`config.mk`:
```
export PLATFORM = sky130hd
export DESIGN_NAME = proto_alu
export DESIGN_NICKNAME = d
export VERILOG_FILES = /design/src/rtl/proto_alu.sv
export SDC_FILE = /design/constraint.sdc
export NUM_CORES = 1
export LEC_CHECK = 0
export CAP_MARGIN = 15
export CORE_MARGIN = 2
export CORE_UTILIZATION = 25
export DETAILED_ROUTE_END_ITERATION = 8
export SLEW_MARGIN = 40
export SYNTH_ARGS = -nofsm -noshare
export SYNTH_HDL_FRONTEND = slang
export SYNTH_SLANG_ARGS = --single-unit
export TNS_END_PERCENT = 30
```
`constraint.sdc`:
```
create_clock -name clk -period 11.6 [get_ports clk]
set_input_delay 2.32 -clock clk [delete_from_list [all_inputs] [get_ports clk]]
set_output_delay 2.32 -clock clk [all_outputs]
set_load 0.02 [all_outputs]
```
`src/rtl/proto_alu.sv`:
```
`default_nettype none
// ============================================================================
//  Module      : proto_alu
//  Description : 8-operation ALU with combinational result/carry/zero and a
//                clocked flag register for later conditional operations.
//  Revision    : 1.0 - initial release
// ============================================================================
module proto_alu #(
  parameter int DATA_W = 8
) (
  input  logic              clk,
  input  logic              rst_n,
  input  logic [DATA_W-1:0] a,
  input  logic [DATA_W-1:0] b,
  input  logic [2:0]        opcode,
  input  logic              flag_we,
  output logic [DATA_W-1:0] out,
  output logic              carry,
  output logic              zero,
  output logic              carry_q,
  output logic              zero_q
);

  localparam logic [2:0] c_OP_ADD = 3'b000;
  localparam logic [2:0] c_OP_SUB = 3'b001;
  localparam logic [2:0] c_OP_AND = 3'b010;
  localparam logic [2:0] c_OP_OR  = 3'b011;
  localparam logic [2:0] c_OP_XOR = 3'b100;
  localparam logic [2:0] c_OP_NOT = 3'b101;
  localparam logic [2:0] c_OP_SHL = 3'b110;
  localparam logic [2:0] c_OP_SHR = 3'b111;

  logic [DATA_W:0] w_sum;
  logic [DATA_W:0] w_diff;

  // The extra top bit holds the carry for ADD and the borrow for SUB:
  // the zero-extended difference wraps negative exactly when a < b.
  assign w_sum  = {1'b0, a} + {1'b0, b};
  assign w_diff = {1'b0, a} - {1'b0, b};

  always_comb begin
    out   = '0;
    carry = 1'b0;
    case (opcode)
      c_OP_ADD: begin
        out   = w_sum[DATA_W-1:0];
        carry = w_sum[DATA_W];
      end
      c_OP_SUB: begin
        out   = w_diff[DATA_W-1:0];
        carry = w_diff[DATA_W];
      end
      c_OP_AND: out = a & b;
      c_OP_OR:  out = a | b;
      c_OP_XOR: out = a ^ b;
      c_OP_NOT: out = ~a;
      c_OP_SHL: begin
        out   = {a[DATA_W-2:0], 1'b0};
        carry = a[DATA_W-1];
      end
      c_OP_SHR: begin
        out   = {1'b0, a[DATA_W-1:1]};
        carry = a[0];
      end
      default: begin
        out   = '0;
        carry = 1'b0;
      end
    endcase
  end

  assign zero = (out == '0);

  always_ff @(posedge clk or negedge rst_n) begin
    if (!rst_n) begin
      carry_q <= 1'b0;
      zero_q  <= 1'b0;
    end else if (flag_we) begin
      carry_q <= carry;
      zero_q  <= zero;
    end
  end

endmodule
`default_nettype wire

```
# After elaboration in Yosys (flattened, before gate mapping)
# Cells that the tools add are included.
classes:
  div_mod_pow: 0
  shift: 0
  n_reduce_logical: 2
  multipliers: 0
  eq_ne: 7
  n_lt_le_gt_ge: 0
  bitwise: 4
  mux: 2
  add_sub_neg: 2
ops:
  columns: ["operator", "n"]
  rows:
  - ["8-bit one-hot mux with 8 select lines", 1]
  - ["3-bit == test, second input constant", 4]
  - ["8-bit by 8-bit adder with 9-bit output", 1]
  - ["8-bit by 8-bit subtractor with 9-bit output", 1]
  - ["8-bit AND", 1]
  - ["8-bit logical NOT", 1]
  - ["8-bit inverter", 1]
  - ["8-bit bitwise OR", 1]
  - ["8-bit XOR", 1]
  - ["3-bit by 2-bit == test with 1-bit output, second input constant", 2]
  - ["1-bit one-hot mux with 4 select lines", 1]
  - ["3-bit by 1-bit == test with 1-bit output, second input constant", 1]
  - ["3-bit logical NOT", 1]
totals:
  elab_cells: 19
  latchBits: 0
  reg_bits: 2
  romBits: 0
  ram_bits: 0
  mem_count: 0
  out_inout_bits: 12
  input_bits: 22

# Logic depth before layout (Yosys ltp)
# Gate-level depths: netlist of the first run.
depth:
  word_depth: 3
  mapped_depth: 11
  ltp_nobuf: 11

# Worst setup path after synthesis of the first run
# Ideal clock, no wire load.
synth_timing:
  kind: "input to output"
  from: "in a[0]"
  to: "out zero"
  path_buffers: 0
  t_arrival_ps: 4922
  setup_slack_ps: 4358
  path_stages: 11
  cell_sequence: "inv_1 -> ha_1 -> inv_1 -> fa_1 -> nor2b_1 -> o21ai_0 -> a21oi_1 -> a32o_1 -> or3_1 -> or4b_4 -> nor3_2"
synth_via:
  elab_chain_len: 3
  word_cells_on_any_way: 8
  classes_between: "add/sub: 2; mux: 1; bitwise: 4; reduce/logical: 1"
synth_lines:
  columns: ["element", "line_no", "text"]
  rows:
  - ["from (decl)", "13", "input logic [DATA_W-1:0] a,"]
  - ["8-bit by 8-bit subtractor with 9-bit output or 8-bit by 8-bit adder with 9-bit output (tied branches)", "39, 38", null]
  - ["8-bit one-hot mux with 8 select lines *", "44", "case (opcode)"]
  - ["named net out[4]", "17", "output logic [DATA_W-1:0] out,"]
  - ["8-bit logical NOT *", "72", "assign zero = (out == '0);"]
  - ["to (decl)", "19", "output logic zero,"]
# Mark *: on every way through the listed nets, which the timed path passes. The rest lies on a longest branch.

# Worst setup path in the final report of the first run
layout_timing:
  from: "in a[0]"
  to: "out zero"
layout_via:
  elab_chain_len: 3
  word_cells_on_any_way: 8
  classes_between: "add/sub: 2; mux: 1; bitwise: 4; reduce/logical: 1"
layout_lines:
  columns: ["element", "line_no", "text"]
  rows:
  - ["8-bit by 8-bit subtractor with 9-bit output (tied with other cells)", "39", "assign w_diff = {1'b0, a} - {1'b0, b};"]
  - ["8-bit one-hot mux with 8 select lines *", "44", null]
  - ["8-bit logical NOT *", "72", null]
# Every way passes the cells marked *; elsewhere a longest branch is shown, timed or not.

==> results.md, run 1 <==
* Status: finished clean
* Area of the multi-input gates at 1356 um2
* R2r endpoint: carry_q$_DFFE_PN0P_
* Worst-path clk slew at roughly 30 ps
* Hold buffer count at CTS at 0
* Num CTS Buffers at 3
* Gate power share at around 70%
* Min-Delay Path Class: flop to flop
* P_sw at ~55 uW
* Internal at between 60 and 70 uW
* Top cells by area, synth: ha_1, mux2i_1, inv_1
* Max Cap Viol at 0
* CP Max Fanout at 5
* Pre-CTS WS at ~3200 ps
* RSZ-0062 raised after global routing: false
* Initial Util at 25.52%
* Pwr per Cell Area at ~62 nW/um2
* Antenna-violating nets left at 0
* Initial DRC count at between 150 and 200
* Drt pass-1 iters at 4
* Clock H-tree levels at 1
* Die width at roughly 84 um
* Total Negative Setup Slacks at 0 ps
* R2r setup slk at 10860 ps
* Clk buf depth at 2
* Sequential cell area at about 50 um2
* # diodes at 0
* Post-synthesis cell type count at between 50 and 60
* Max Freq at around 0.12 GHz
* Vias in the first global route at 1564
* FFs w/ async S/R, synth at 100.0%
* Relative slew slack at between 60% and 70%
* R2R depth at 1
* Clk pwr share at a little over a fifth
* Worst path required time at ~9300 ps
* Port bufs at 33
* Part of the power in registers at ~6.3%
* Synth Cell Area at ~1600 um2
* Register area share after synthesis at ~3.1%
* GRT Resource Usage Total at between 10% and 20%
* CTS tree: built
* Die area at around 7000 um2
* Placer congestion estimate at 0.8791
* Final Hold Viols at 0
* Site row count at 29
* I/O pins at 34
* # Post-CTS Setup Buffers at 0
* Largest net degree at the start of global routing at 39
* Final Skew at 0 ps
* Core ar. at about 6200 um2
* Synth area leader: ha_1
* Fin. max-slew vios at 0
* VDD IR max at ~0.036 mV
* Detailed placement HPWL at approximately 3700 um
* First-pass GRT wire length at 7590 um
* Setup ws final at about 3200 ps
* Top-area cell type share of the netlist area at approximately a fifth
* NumNets Final at 300
* Fin crit share at between 70% and 80%
* Synthesized area per cell at just over 7 um2
* Total Wirelength at roughly 4700 um
* # DRC at 0
* Setup Crit Path Kind: input port to primary output
* Reg-to-Reg Start: carry_q$_DFFE_PN0P_
* EDFF count, synth at 0
* Post-DR wirelength/cell at around 14 um
* Synth Warn # at 0
* Clock period minus worst slack at 8352 ps
* Syn_nets at 270
* Switching part of the total at about 44%
* Vias at between 1500 and 2000
* Post-Synthesis Cells at 222
* Leak at a little under 0.9 nW
* Final core utilization at approximately a third
* Worst hold stages at 1
* Hold_sp: carry_q$_DFFE_PN0P_
* Die Ht at 83.82 um
* Initial antenna violation count at 0
* CP endpoint kind: primary output
* Share of cells above drive strength 1 at 6.400%
* Tot Pwr at 124.3 uW
* Root buf cell: clkbuf_8
* Setup Viol. Count Final at 0
* Skew-Pair Late Insertion Delay at 210 ps
* Startpoint types: input port
* Total gr overflow at 0
* Hold Path End: carry_q$_DFFE_PN0P_
* Sink Count at 2
* Fillers at about 690
* Post-CTS resize count at 0
* Slew @ Worst Pin at approximately 470 ps
* Synthesized flop and latch total at 2
* Critical Path AT at between 6000 and 7000 ps
* Vias/cell at approximately 5.3
* Synth-to-Final Area Change at 25.14%
* Top_reg_cell synth: dfrtp_1
[cells in the mapped netlist (all sizes together), types with 3 or more instances]
cell / number
a21oi: 15
inv: 29
nor2b: 3
o21ai: 7
nand2b: 11
buf: 9
mux2i: 11
nor4b: 3
nor2: 24
a2bb2oi: 4
a221oi: 3
nor3: 10
nand2: 10
nand3: 6
nand3b: 3
ha: 24
o211ai: 4
a211oi: 5
[layout make-up]
cell class / instances / area share [%]
repair buffers: 35 / 17.07
flip-flops and latches: 2 / 2.511
inverters: 29 / 5.461
well taps: 77 / 4.834
multi-input cells: 181 / 68.05
clock buffers: 3 / 2.072
[layout by cell type, fill, tap and decap left out, drive strengths merged, types with 7 or more instances in the layout]
| cell type | count |
|---|---|
| nor2 | 24 |
| o21ai | 7 |
| nor3 | 10 |
| ha | 24 |
| a21oi | 15 |
| mux2i | 11 |
| inv | 29 |
| nand2b | 11 |
| clkdlybuf4s50 | 32 |
| nand2 | 10 |
[stage by stage]
stage | std cells | instance area, um2 | hold slack [ps]
6_report | 327 | 1993 | 513.4
2_1_floorplan | 222 | 1593 | 630.9
3_3_place_gp | 324 | 1957 | 497.1
4_1_cts | 327 | 1998 | 510.2
3_5_place_dp | 324 | 1957 | 505.8
5_1_grt | 327 | 1993 | 542.3
[power groups by stage]
stage | Sequential (mW) | Clock, mW | Combinational [mW]
floorplan | 0.00845 | 0 | 0.0570
global placement | 0.00782 | 0 | 0.0885
detailed placement | 0.00785 | 0 | 0.0891
CTS | 0.00778 | 0.0273 | 0.0895
global route | 0.00785 | 0.0293 | 0.0977
finish | 0.00780 | 0.0270 | 0.0896
[state kept, by name, indices dropped and copies added, names as in the netlist]
signal and cells:
carry_q 1, zero_q 1
[cell families after synthesis]
kind of cell | synth area share (%)
muxes | 7.620
and+or+nand+nor | 26.79
adders and majority gates | 21.37
xor gates and xnor gates | 0.5500
buffers and inverters | 11.70
DFF | 3.142
AOI/OAI and AO/OA | 28.83
[critical path: stages]
cell             delay (ps)
clkdlybuf4s50_1         550
inv_1                    90
ha_1                    230
inv_1                    70
fa_1                    410
nor2_1                  120
a211oi_1                 60
a221oi_1                230
a21oi_1                 120
or4_1                   570
or4b_4                  520
nor3_2                  120
clkdlybuf4s50_1         620
[per-layer routing]
| layer | up-vias | GRT usage (%) | part of all wire, % |
|---|---|---|---|
| met2 | 47 | 22.47 | 49 |
| met4 | 0 | 2.053 | 0.74 |
| met3 | 2 | 0.7913 | 4.2 |
| met1 | 807 | 17.44 | 46 |
| li1 | 863 | - | - |
| met5 | - | 0 | 0 |
[how the worst max path moves through the flow]
stage	slack, ps	depth (start not counted)	startpoint	to
2_1_floorplan	4360	11	a[0]	zero
3_3_place_gp	3270	13	a[0]	zero
3_5_place_dp	3250	13	a[0]	zero
4_1_cts	3220	13	a[0]	zero
5_1_grt	3040	13	a[0]	zero
6_report	3250	13	a[0]	zero
Note: power is estimated with default switching activity, not from simulation.
==> inputs of run 2 (changes only) <==
clock period = 8.3 ns   (was 11.6 ns; I/O delays follow)
==> results.md, run 2 (synthesized netlist as in run 1, its figures left out) <==
* Clock H-tree levels at 1 (unchanged)
* Largest delay share family, worst path: buffers and inverters
* Commonest non-fill, non-tap cells in the layout: clkdlybuf4s50_1, inv_1, ha_1, nor2_1, a21oi_1
* Clk buf depth at 2 (unchanged)
* Total Negative Setup Slacks at 0 ps (unchanged)
* Vias in the first global route at 1576 (+0.77%)
* Post-DR wirelength/cell at 14.32 um (-0.72%)
* Final core utilization at 31.78% (-0.16 points)
* # DRC at 0 (unchanged)
* I/O pins at 34 (unchanged)
* CTS tree: built
* Total gr overflow at 0 (unchanged)
* Dpl cells at 324 (unchanged)
* Cell Chain, Critical Path: clkdlybuf4s50_1 > inv_1 > ha_1 > inv_1 > fa_1 > nor2b_1 > o21ai_0 > a21oi_1 > a32o_1 > or3_1 > or4b_4 > nor3_2 > clkdlybuf4s50_1
* Root buf cell: clkbuf_8
* Setup ws final at 1219 ps (-2029 ps)
* Critical Path AT at 5420 ps (-610 ps)
* Largest net degree at the start of global routing at 27 (-31%)
* Hold buffer count at CTS at 0 (unchanged)
* Min-Delay Path Class: flop to flop
* Total Wirelength at 4684 um (-0.72%)
* Max Cap Viol at 0 (unchanged)
* Drt pass-1 iters at 4 (unchanged)
* Detailed placement HPWL at 3739 um (+1.6%)
* Gate power share at 71.7% (-0.3 points)
* Pre-CTS WS at 1185 ps (-2060 ps)
* Final Skew at 0 ps (unchanged)
* Fin crit share at 85.31%
* Site row count at 29 (unchanged)
* Switching part of the total at 44.62% (+0.34 points)
* Initial antenna violation count at 0 (unchanged)
* Port bufs at 33 (unchanged)
* Die Ht at 83.82 um (unchanged)
* Die area at 7026 um2 (unchanged)
* GRT Resource Usage Total at 12.80% (+0.021 points)
* Tot Pwr at 173.7 uW (+40%)
* P_sw at 77.52 uW (+41%)
* Slew @ Worst Pin at 472.3 ps (-1.609 ps)
* Worst path required time at 6640 ps (-2640 ps)
* Setup Crit Path Kind: input port to primary output
* RSZ-0062 raised after global routing: false
* Num CTS Buffers at 3 (unchanged)
* Fin. max-slew vios at 0 (unchanged)
* Worst-path clk slew at 30 ps (about the same)
* Initial DRC count at 195 (+23%)
* Die width at 83.82 um (unchanged)
* Area of the multi-input gates at 1356 um2 (unchanged)
* Synth-to-Final Area Change at 24.51%
* Most common cell after layout, fill and taps aside: clkdlybuf4s50_1
* CP Max Fanout at 5 (unchanged)
* Part of the power in registers at 6.2% (about the same)
* Internal at 96.21 uW (+39%)
* Max incr delay on CP at 620 ps (about the same)
* Leak at 0.8761 nW (about the same)
* Relative slew slack at 68.27% (+0.11 points)
* WP buf/inv at 4 (unchanged)
* # diodes at 0 (unchanged)
* Antenna-violating nets left at 0 (unchanged)
* Vias at 1732 (+0.76%)
* Hold WS at 499.9 ps (-13.56 ps)
* Area post-placement at 1957 um2 (unchanged)
* Pwr per Cell Area at 87.60 nW/um2 (+40%)
* Placer congestion estimate at 0.8482 (-3.5%)
* Sink Count at 2 (unchanged)
* First-pass GRT wire length at 7569 um (-0.28%)
* NumNets Final at 300 (unchanged)
* Fillers at 689 (-0.29%)
* Status: finished clean
* Fin area at 1983 um2 (-0.50%)
* Share of cells above drive strength 1 at 7.200% (+0.80 points)
* Clock period minus worst slack at slightly above 7000 ps
* Critical path's slowest cell: clkdlybuf4s50_1
* Setup Viol. Count Final at 0 (unchanged)
* Post-CTS resize count at 0 (unchanged)
* Sequential cell area at 50.05 um2 (unchanged)
* CP endpoint kind: primary output
* Startpoint types: input port
* Biggest regs: carry_q: 1 flops, zero_q: 1 flops
* Max Freq at around 0.14 GHz
* Skew-Pair Late Insertion Delay at 210 ps (about the same)
* Vias/cell at 5.297 (+0.76%)
* VDD IR max at 0.04480 mV (+23%)
* # Post-CTS Setup Buffers at 0 (unchanged)
* Core ar. at 6241 um2 (unchanged)
* Filler-free cell count of the finished design at 327 (unchanged)
* Clk pwr share at 22.1% (+0.4 points)
* Final Hold Viols at 0 (unchanged)
* Initial Util at 25.52% (unchanged)
run 2: cell count changes in the layout (fill, tap and decap cells not counted):
| cell | previous run | this run |
|---|---|---|
| buf_2 | 1 | 3 |
| clkdlybuf4s50_1 | 32 | 30 |
run 2: power groups by stage:
stage | Sequential [mW] | Combinational, mW | Clock (mW)
after floorplan | 0.0118 | 0.0796 | 0
after global placement | 0.0109 | 0.124 | 0
after detailed placement | 0.0109 | 0.125 | 0
after CTS | 0.0108 | 0.125 | 0.0392
after global routing | 0.0110 | 0.136 | 0.0408
final | 0.0108 | 0.125 | 0.0383
run 2: worst paths after layout:
kind,from,end,slack (ps),cells past startpoint
max,a[0],zero,1220,13
max in group asynchronous,rst_n,zero_q$_DFFE_PN0P_,6560,1
min,carry_q$_DFFE_PN0P_,carry_q$_DFFE_PN0P_,500,1
min reg2reg,carry_q$_DFFE_PN0P_,carry_q$_DFFE_PN0P_,500,1
min in group asynchronous,rst_n,carry_q$_DFFE_PN0P_,1620,1
max reg2reg,carry_q$_DFFE_PN0P_,carry_q$_DFFE_PN0P_,7570,1
run 2: per-layer routing:
metal	up-vias	wire (um)	GRT usage (%)
li1	863	-	-
met1	819	2199	17.80
met2	42	2230	20.80
met3	8	160	0.9891
met4	0	93	4.399
met5	-	0	0
run 2: final cells by class:
cell class              count  share of cell area (%)
inverters                  29                   5.489
well taps                  77                   4.858
clock buffers               3                   2.082
repair buffers             35                   16.66
flip-flops and latches      2                   2.524
multi-input cells         181                   68.39
